$ cat src/rtl/mdio_phy_ctrl.sv
// MDIO sequencer: soft-resets the PHY, polls BMSR/speed status and shares the bit-shift engine with a host port.
// States: INIT_WAIT reset delay | SRST_WR/SRST_RD BMCR soft reset | IDLE poll timer | BMSR_RD/SPD_RD status poll | HOST host access
module mdio_phy_ctrl #(
  parameter logic [4:0]  PHY_ADDR      = 5'd1,
  parameter logic [23:0] RST_WAIT      = 24'd250000,
  parameter logic [23:0] POLL_INTERVAL = 24'd250000,
  parameter logic [7:0]  MAX_POLL      = 8'd100,
  parameter logic [4:0]  SPEED_REG     = 5'h11
) (
  input  logic        mdc,
  input  logic        rst,
  output logic        mdio_start,
  output logic        mdio_if_read,
  output logic [4:0]  mdio_phy_addr,
  output logic [4:0]  mdio_reg_addr,
  output logic [15:0] mdio_wrdata,
  input  logic        mdio_done,
  input  logic [15:0] mdio_rddata,
  input  logic        host_req,
  input  logic        host_rd,
  input  logic [4:0]  host_reg,
  input  logic [15:0] host_wdata,
  output logic        host_ack,
  output logic [15:0] host_rdata,
  output logic        init_done,
  output logic        init_err,
  output logic        link_up,
  output logic [1:0]  speed,
  output logic        busy
);

  typedef enum logic [2:0] {
    S_INIT_WAIT,
    S_SRST_WR,
    S_SRST_RD,
    S_IDLE,
    S_BMSR_RD,
    S_SPD_RD,
    S_HOST
  } state_t;

  state_t      state_q, state_d;
  logic [23:0] timer_q, timer_d, timer_sat;
  logic [7:0]  poll_cnt_q, poll_cnt_d;
  logic        start_q, start_d;
  logic        busy_q, busy_d;
  logic        if_read_q, if_read_d;
  logic [4:0]  phy_addr_q, phy_addr_d;
  logic [4:0]  reg_addr_q, reg_addr_d;
  logic [15:0] wrdata_q, wrdata_d;
  logic        host_ack_q, host_ack_d;
  logic [15:0] host_rdata_q, host_rdata_d;
  logic        init_done_q, init_done_d;
  logic        init_err_q, init_err_d;
  logic        link_up_q, link_up_d;
  logic [1:0]  speed_q, speed_d;

  logic        issue;
  logic        cmd_rd;
  logic [4:0]  cmd_reg;
  logic [15:0] cmd_wdata;
  logic        xfer_done;

  assign xfer_done = busy_q && mdio_done;

  always_comb begin
    state_d      = state_q;
    timer_d      = timer_q;
    poll_cnt_d   = poll_cnt_q;
    start_d      = 1'b0;
    busy_d       = busy_q;
    if_read_d    = if_read_q;
    phy_addr_d   = PHY_ADDR;
    reg_addr_d   = reg_addr_q;
    wrdata_d     = wrdata_q;
    host_ack_d   = 1'b0;
    host_rdata_d = host_rdata_q;
    init_done_d  = init_done_q;
    init_err_d   = init_err_q;
    link_up_d    = link_up_q;
    speed_d      = speed_q;
    issue        = 1'b0;
    cmd_rd       = 1'b1;
    cmd_reg      = 5'd0;
    cmd_wdata    = 16'h0000;
    timer_sat    = (timer_q >= POLL_INTERVAL) ? timer_q : timer_q + 24'd1;

    case (state_q)
      S_INIT_WAIT: begin
        if (timer_q >= RST_WAIT) begin
          timer_d = 24'd0;
          state_d = S_SRST_WR;
        end else begin
          timer_d = timer_q + 24'd1;
        end
      end
      S_SRST_WR: begin
        cmd_rd    = 1'b0;
        cmd_wdata = 16'h9140;
        issue     = !busy_q;
        if (xfer_done) state_d = S_SRST_RD;
      end
      S_SRST_RD: begin
        issue = !busy_q;
        if (xfer_done) begin
          if (!mdio_rddata[15]) begin
            init_done_d = 1'b1;
            timer_d     = 24'd0;
            state_d     = S_IDLE;
          end else if (poll_cnt_q < MAX_POLL) begin
            poll_cnt_d = poll_cnt_q + 8'd1;
          end else begin
            init_err_d  = 1'b1;
            init_done_d = 1'b1;
            timer_d     = 24'd0;
            state_d     = S_IDLE;
          end
        end
      end
      S_IDLE: begin
        timer_d = timer_sat;
        // host_ack_q masks the request level still present in the ack cycle
        if (host_req && !host_ack_q) state_d = S_HOST;
        else if (timer_q >= POLL_INTERVAL) state_d = S_BMSR_RD;
      end
      S_BMSR_RD: begin
        cmd_reg = 5'd1;
        issue   = !busy_q;
        if (xfer_done) begin
          link_up_d = mdio_rddata[2];
          if (!mdio_rddata[2]) begin
            speed_d = 2'b00;
            timer_d = 24'd0;
            state_d = S_IDLE;
          end else begin
            state_d = S_SPD_RD;
          end
        end
      end
      S_SPD_RD: begin
        cmd_reg = SPEED_REG;
        issue   = !busy_q;
        if (xfer_done) begin
          speed_d = (mdio_rddata[15:14] == 2'b11) ? 2'b00 : mdio_rddata[15:14];
          timer_d = 24'd0;
          state_d = S_IDLE;
        end
      end
      S_HOST: begin
        timer_d   = timer_sat;
        cmd_rd    = host_rd;
        cmd_reg   = host_reg;
        cmd_wdata = host_wdata;
        issue     = !busy_q;
        if (xfer_done) begin
          if (if_read_q) host_rdata_d = mdio_rddata;
          host_ack_d = 1'b1;
          state_d    = S_IDLE;
        end
      end
      default: state_d = S_INIT_WAIT;
    endcase

    // busy drops on the done edge, so the earliest next start lands 2 cycles after done
    if (xfer_done) busy_d = 1'b0;
    if (issue) begin
      start_d    = 1'b1;
      busy_d     = 1'b1;
      if_read_d  = cmd_rd;
      reg_addr_d = cmd_reg;
      wrdata_d   = cmd_wdata;
    end
  end

  always_ff @(posedge mdc) begin
    if (rst) begin
      state_q      <= S_INIT_WAIT;
      timer_q      <= 24'd0;
      poll_cnt_q   <= 8'd0;
      start_q      <= 1'b0;
      busy_q       <= 1'b0;
      if_read_q    <= 1'b0;
      phy_addr_q   <= 5'd0;
      reg_addr_q   <= 5'd0;
      wrdata_q     <= 16'h0000;
      host_ack_q   <= 1'b0;
      host_rdata_q <= 16'h0000;
      init_done_q  <= 1'b0;
      init_err_q   <= 1'b0;
      link_up_q    <= 1'b0;
      speed_q      <= 2'b00;
    end else begin
      state_q      <= state_d;
      timer_q      <= timer_d;
      poll_cnt_q   <= poll_cnt_d;
      start_q      <= start_d;
      busy_q       <= busy_d;
      if_read_q    <= if_read_d;
      phy_addr_q   <= phy_addr_d;
      reg_addr_q   <= reg_addr_d;
      wrdata_q     <= wrdata_d;
      host_ack_q   <= host_ack_d;
      host_rdata_q <= host_rdata_d;
      init_done_q  <= init_done_d;
      init_err_q   <= init_err_d;
      link_up_q    <= link_up_d;
      speed_q      <= speed_d;
    end
  end

  assign mdio_start    = start_q;
  assign mdio_if_read  = if_read_q;
  assign mdio_phy_addr = phy_addr_q;
  assign mdio_reg_addr = reg_addr_q;
  assign mdio_wrdata   = wrdata_q;
  assign host_ack      = host_ack_q;
  assign host_rdata    = host_rdata_q;
  assign init_done     = init_done_q;
  assign init_err      = init_err_q;
  assign link_up       = link_up_q;
  assign speed         = speed_q;
  assign busy          = busy_q;

endmodule

$ cat config.mk
export PLATFORM = sky130hd
export DESIGN_NAME = mdio_phy_ctrl
export DESIGN_NICKNAME = d
export VERILOG_FILES = /design/src/rtl/mdio_phy_ctrl.sv
export SDC_FILE = /design/constraint.sdc
export NUM_CORES = 1
export LEC_CHECK = 0
export ABC_AREA = 1
export BUFFER_PORTS_ARGS = -buffer_cell sky130_fd_sc_hd__buf_2
export CORE_MARGIN = 2
export CORE_UTILIZATION = 54
export CTS_CLUSTER_SIZE = 10
export DETAILED_ROUTE_END_ITERATION = 12
export GPL_ROUTABILITY_DRIVEN = 0
export PLACE_DENSITY = 0.82
export SYNTH_ARGS = -nofsm -noshare
export SYNTH_HDL_FRONTEND = slang
export SYNTH_SLANG_ARGS = --single-unit
$ cat constraint.sdc
create_clock -name mdc -period 1.8 [get_ports mdc]
set_clock_uncertainty 0.15 [all_clocks]
set_input_delay 0.09 -clock mdc [delete_from_list [all_inputs] [get_ports mdc]]
set_output_delay 0.09 -clock mdc [all_outputs]
set_load 0.05 [all_outputs]
After elaboration in Yosys (flattened, before gate mapping)
Index checks and enable logic that the tools add are counted.
W data, S select, Z words.

cells by class
  $add $sub $neg = 2
  magnitude comparators = 2
  eq/ne operators = 18
  multiplexer cells = 36
  bitwise logic cells = 2
  reductions and logical operators = 20

operators by type and width
  kind                     number
  $mux W24                 8
  $pmux W24 S5             1
  $pmux W16 S2             1
  $mux W3                  10
  $add A24 B1 Y24 const B  1
  $ge A24 B18 Y1 const B   1
  $pmux W3 S6              1
  $ne A2 B2 Y1 const B     8
  $pmux W5 S3              1
  $reduce_and A7 Y1        2
  $reduce_and A4 Y1        3
  $eq A3 B3 Y1 const B     3
  $add A8 B1 Y8 const B    1
  $lt A8 B7 Y1 const B     1
  $mux W1                  8
  $mux W2                  4
  $eq A3 B2 Y1 const B     2
  $ne A3 B3 Y1 const B     2
  $reduce_and A3 Y1        2
  $reduce_or A2 Y1         3
  $reduce_bool A5 Y1       1
  $reduce_or A5 Y1         1
  $pmux W2 S2              1
  $reduce_bool A2 Y1       2
  other kinds (9)          12

word-level totals
  bits in registers = 86
  output and inout bits = 51
  logic and storage cells = 95

Longest topological paths before layout
  word-level depth = 5
  depth in mapped cells = 13
  gate-level depth less buffers = 13

Worst setup path before layout
No wires, ideal clock.

  path kind = reg-to-reg
  from = register busy_q (netlist: busy)
  to = register timer_q[16]
  library setup time = 0.123 ns
  data arrival time = 1.683 ns
  data required time = 1.527 ns
  setup slack = -0.157 ns
  stages on the path, launching flop included = 11
  clock period less this slack = 1.957 ns
  path through = dfxtp_1 > nand2_1 > inv_2 > a21oi_1 > inv_2 > nand2_1 > nor2_4 > buf_6 > nand4_1 > nand2_1 > nor2_1

on the way
  word-level cells in the longest chain between the ends = 3

RTL lines
  what                                  RTL line  RTL
  from (decl)                           46        logic busy_q, busy_d;
  from (signal assigned)                197       busy_q <= busy_d;
  $logic_and A1 B1 Y1 *                 64        assign xfer_done = busy_q && mdio_done;
  $ne A2 B2 Y1 (no source line)         --
  $reduce_and A7 Y1 (no source line) *  --
  to (signal assigned)                  194       timer_q <= timer_d;
  to (decl)                             43        logic [23:0] timer_q, timer_d, timer_sat;

Mark *: on every way between the ends. The rest lies on a longest branch, timed or not.
A chain may end at the register's enable or synchronous reset.

Worst setup path after layout
  from = register state_q[1]
  to = register poll_cnt_q[5]

on the way
  word-level cells in the longest chain between the ends = 2

RTL lines
  what                                RTL line  RTL
  from (decl)                         42        state_t state_q, state_d;
  from (signal assigned)              193       state_q <= state_d;
  $eq A3 B2 Y1                        88        case (state_q)
  $reduce_and A4 Y1 (no source line)  --
  to (signal assigned)                195       poll_cnt_q <= poll_cnt_d;
  to (decl)                           44        logic [7:0] poll_cnt_q, poll_cnt_d;

No other way between the ends.

==> impl_metrics.py <==
metrics = {
    "layout": {
        "fin_area_um2": 5440,
        "fin_cells": 811,
        "fillers": 478,
        "nets": 752,
        "drive_above_1_share_pct": 29.2,
        "n_antenna_cell": 0,
        "area_growth_pct": 38.3,
    },
    "power_and_ir_drop": {
        "power_density_nw_per_um2": 1150,
        "leakagePower_nw": 2.61,
        "vdd_drop_max_v": 0.000841,
    },
    "timing": {
        "min_period_ns": 1.74,
        "setup_ws_ns": 0.0617,
        "rsz0062_at_grt": "true",
        "fin_tns_setup_ns": 0,
        "worst_pin_slew_ns": 0.678,
        "hold_viol": 0,
        "maxSlewHeadroom_pct": 54.3,
        "setup_viol": 0,
        "period_share_pct": 96.6,
        "finalMaxSlewViolations": 0,
        "fmax_ghz": 0.575,
        "fin_hold_ws_ns": 0.243,
    },
    "worst_setup_path": {
        "critical_path.max_stage_delay_ns": 0.41,
        "critPathSlowestCell": "dfxtp_4",
        "arrival_ns": 1.84,
        "cp-end-kind": "register",
        "crit_chain": "buf_4 > nand3_2 > nor2_1 > nand2_1 > nor2_4 > nand4_1 > nand2_1 > nor2_1",
        "crit_family": "simple AND/OR/NAND/NOR gates",
        "cp-start-kind": "register",
        "cp_num_buf_inv": 1,
        "cp_max_fo": 8,
        "path_class": "register to register",
        "crit_required_ns": 1.90,
    },
    "placed_design": {
        "preCtsSetupSlack_ns": 0.00881,
        "place_area_um2": 4600,
        "dpl.hpwl_um": 6940,
        "port_buffers": 88,
        "place_inst": 745,
    },
    "global_routing": {
        "antenna_found_initial": 0,
        "overflow": 0,
        "grt_max_degree": 30,
        "grt_pass1_wl_um": 19800,
        "grt_pass1_vias": 4246,
        "grt_use_total_pct": 32.1,
    },
    "floorplan": {
        "num_io_pins": 93,
        "row_count": 31,
        "die_area_um2": 7980,
        "die_w_um": 89.3,
        "core_area_um2": 7140,
        "dieHeight_um": 89.3,
        "initial_core_util_pct": 55.1,
    },
    "synth": {
        "ys.warnings.count": 0,
        "synthFlopType": "dfxtp_1",
        "yosys_register_bits": 82,
        "ys_async_sr_fraction_pct": 0,
        "ys_seq_area_share_pct": 41.8,
        "synthCells": 552,
        "synth_most_common_cell": "nand2_1",
        "synth_edf_count": 0,
        "synth_area_um2": 3930,
        "synth_common_cells": "nand2_1 (110), nor2_1 (83), dfxtp_1 (82)",
        "synth_cell_types": 39,
        "synth_top_area_share_pct": 41.8,
        "synth_largest_area_cell": "dfxtp_1",
        "synthTopCellsByArea": "dfxtp_1 (42%), nand2_1 (11%), nor2_1 (7.9%)",
        "syn_avg_cell_area_um2": 7.12,
    },
    "min_path": {
        "hold_path.class": "input pin to register",
    },
    "clock_tree": {
        "cts_tree": "built",
        "cts_buffer_depth": 2,
        "clk_pin_slew_ns": 0.09,
        "cts_max_level": 3,
        "cts_num_sinks": 82,
        "clkLatencyLatePin_ns": 0.36,
        "cts_root_buffer": "clkbuf_8",
        "cts_made_buffers": 9,
    },
    "drt": {
        "vias": 4467,
        "vias_per_cell": 5.51,
        "drt.antenna.violating_nets": 0,
        "remaining_drc_errors": 0,
        "drt_iter0_drc": 382,
        "wl_per_cell_um": 15.8,
        "routed_wl_um": 12800,
        "drt_pass1_iterations": 5,
    },
    "job": {
        "maxCapViolCount": 0,
    },
    "status": {
        "status": "finished clean",
    },
}
## worst reg2reg max path, delay by kind of cell, from the launching register on
kind	cells	cell delay (ns)
AND/OR/NAND/NOR	7	0.93
flip-flops	1	0.41
buffers and inverters	1	0.15
## report_power, final
group          internal (W)  switching (W)
clock               0.00110       0.000702
sequential          0.00196       0.000131
combinational      0.000799        0.00154
total               0.00387        0.00238
## cell type report
cell class / count / area, um^2 / area share (%)
timing repair buffer: 164 / 1160 / 21.3
inverter: 62 / 241 / 4.44
multi-input combinational: 388 / 1980 / 36.4
clock buffer: 10 / 138 / 2.53
clock inverter: 6 / 138 / 2.53
tap: 99 / 124 / 2.28
sequential: 82 / 1660 / 30.5
## what timing repair did
action,in CTS,in global routing
hold endpoints to repair,45,0
gates cloned,0,1
resized for setup,3,24
hold buffers,41,0
buffers inserted,0,8
pin swaps,0,5
setup endpoints to repair,8,33
## metrics by stage
step | power [W] | util [%]
2_1_floorplan | 0.00358 | -
5_1_grt | 0.00651 | 76.2
6_report | 0.00624 | 76.2
4_1_cts | 0.00596 | 74.2
3_5_place_dp | 0.00411 | 64.5
3_3_place_gp | 0.00407 | 64.5
## registers in the layout, summed over array words and instances (netlist names), 2 cells and up
name and count:
poll_cnt_q 8, state_q 3, mdio_wrdata 16, mdio_reg_addr 5, host_rdata 16, timer_q 24
speed 2
## placed cells by master (no fill, tap or decap), drive strengths merged, types with 2 or more instances in the layout
master and count:
buf 123, nand2 122, nor2 94, dfxtp 82, inv 59, nand3 58, dlygate4sd3 41, o21ai 34
a21oi 28, nand4 19, nor3 13, clkbuf 10, clkinv 5, xor2 4, conb 4, bufinv 4
a31oi 3, ha 3, o21bai 2
## logic make-up (layout without fill, tap and decap cells)
group           Yosys count  count (layout)  share of synthesized area, %
other cells               1               4                        0.0954
xor+xnor                  5               5                          1.11
compound gates           69              69                          9.33
flops                    82              82                          41.8
fa+ha+maj                 3               3                         0.955
buf+inv                  86             242                          9.74
simple gates            306             307                          37.0
## worst paths after layout
check                            startpoint             to  cells past startpoint  slack [ns]
worst min-delay path               host_req     state_q[1]                      7        0.24
worst min register to register  timer_q[20]    timer_q[20]                      2        0.29
worst max register to register   state_q[1]  poll_cnt_q[5]                      8        0.06
worst max-delay path             state_q[1]  poll_cnt_q[5]                      8        0.06
## per-layer routing
| metal | wire length (um) | vias to the layer above | global-route usage, % |
|---|---|---|---|
| li1 | - | 2086 | - |
| met1 | 4860 | 2029 | 38.9 |
| met2 | 6200 | 296 | 52.8 |
| met3 | 1330 | 56 | 10.2 |
| met4 | 434 | 0 | 13.0 |
| met5 | 0 | - | 0 |
Power figures use the tool's default switching activity.
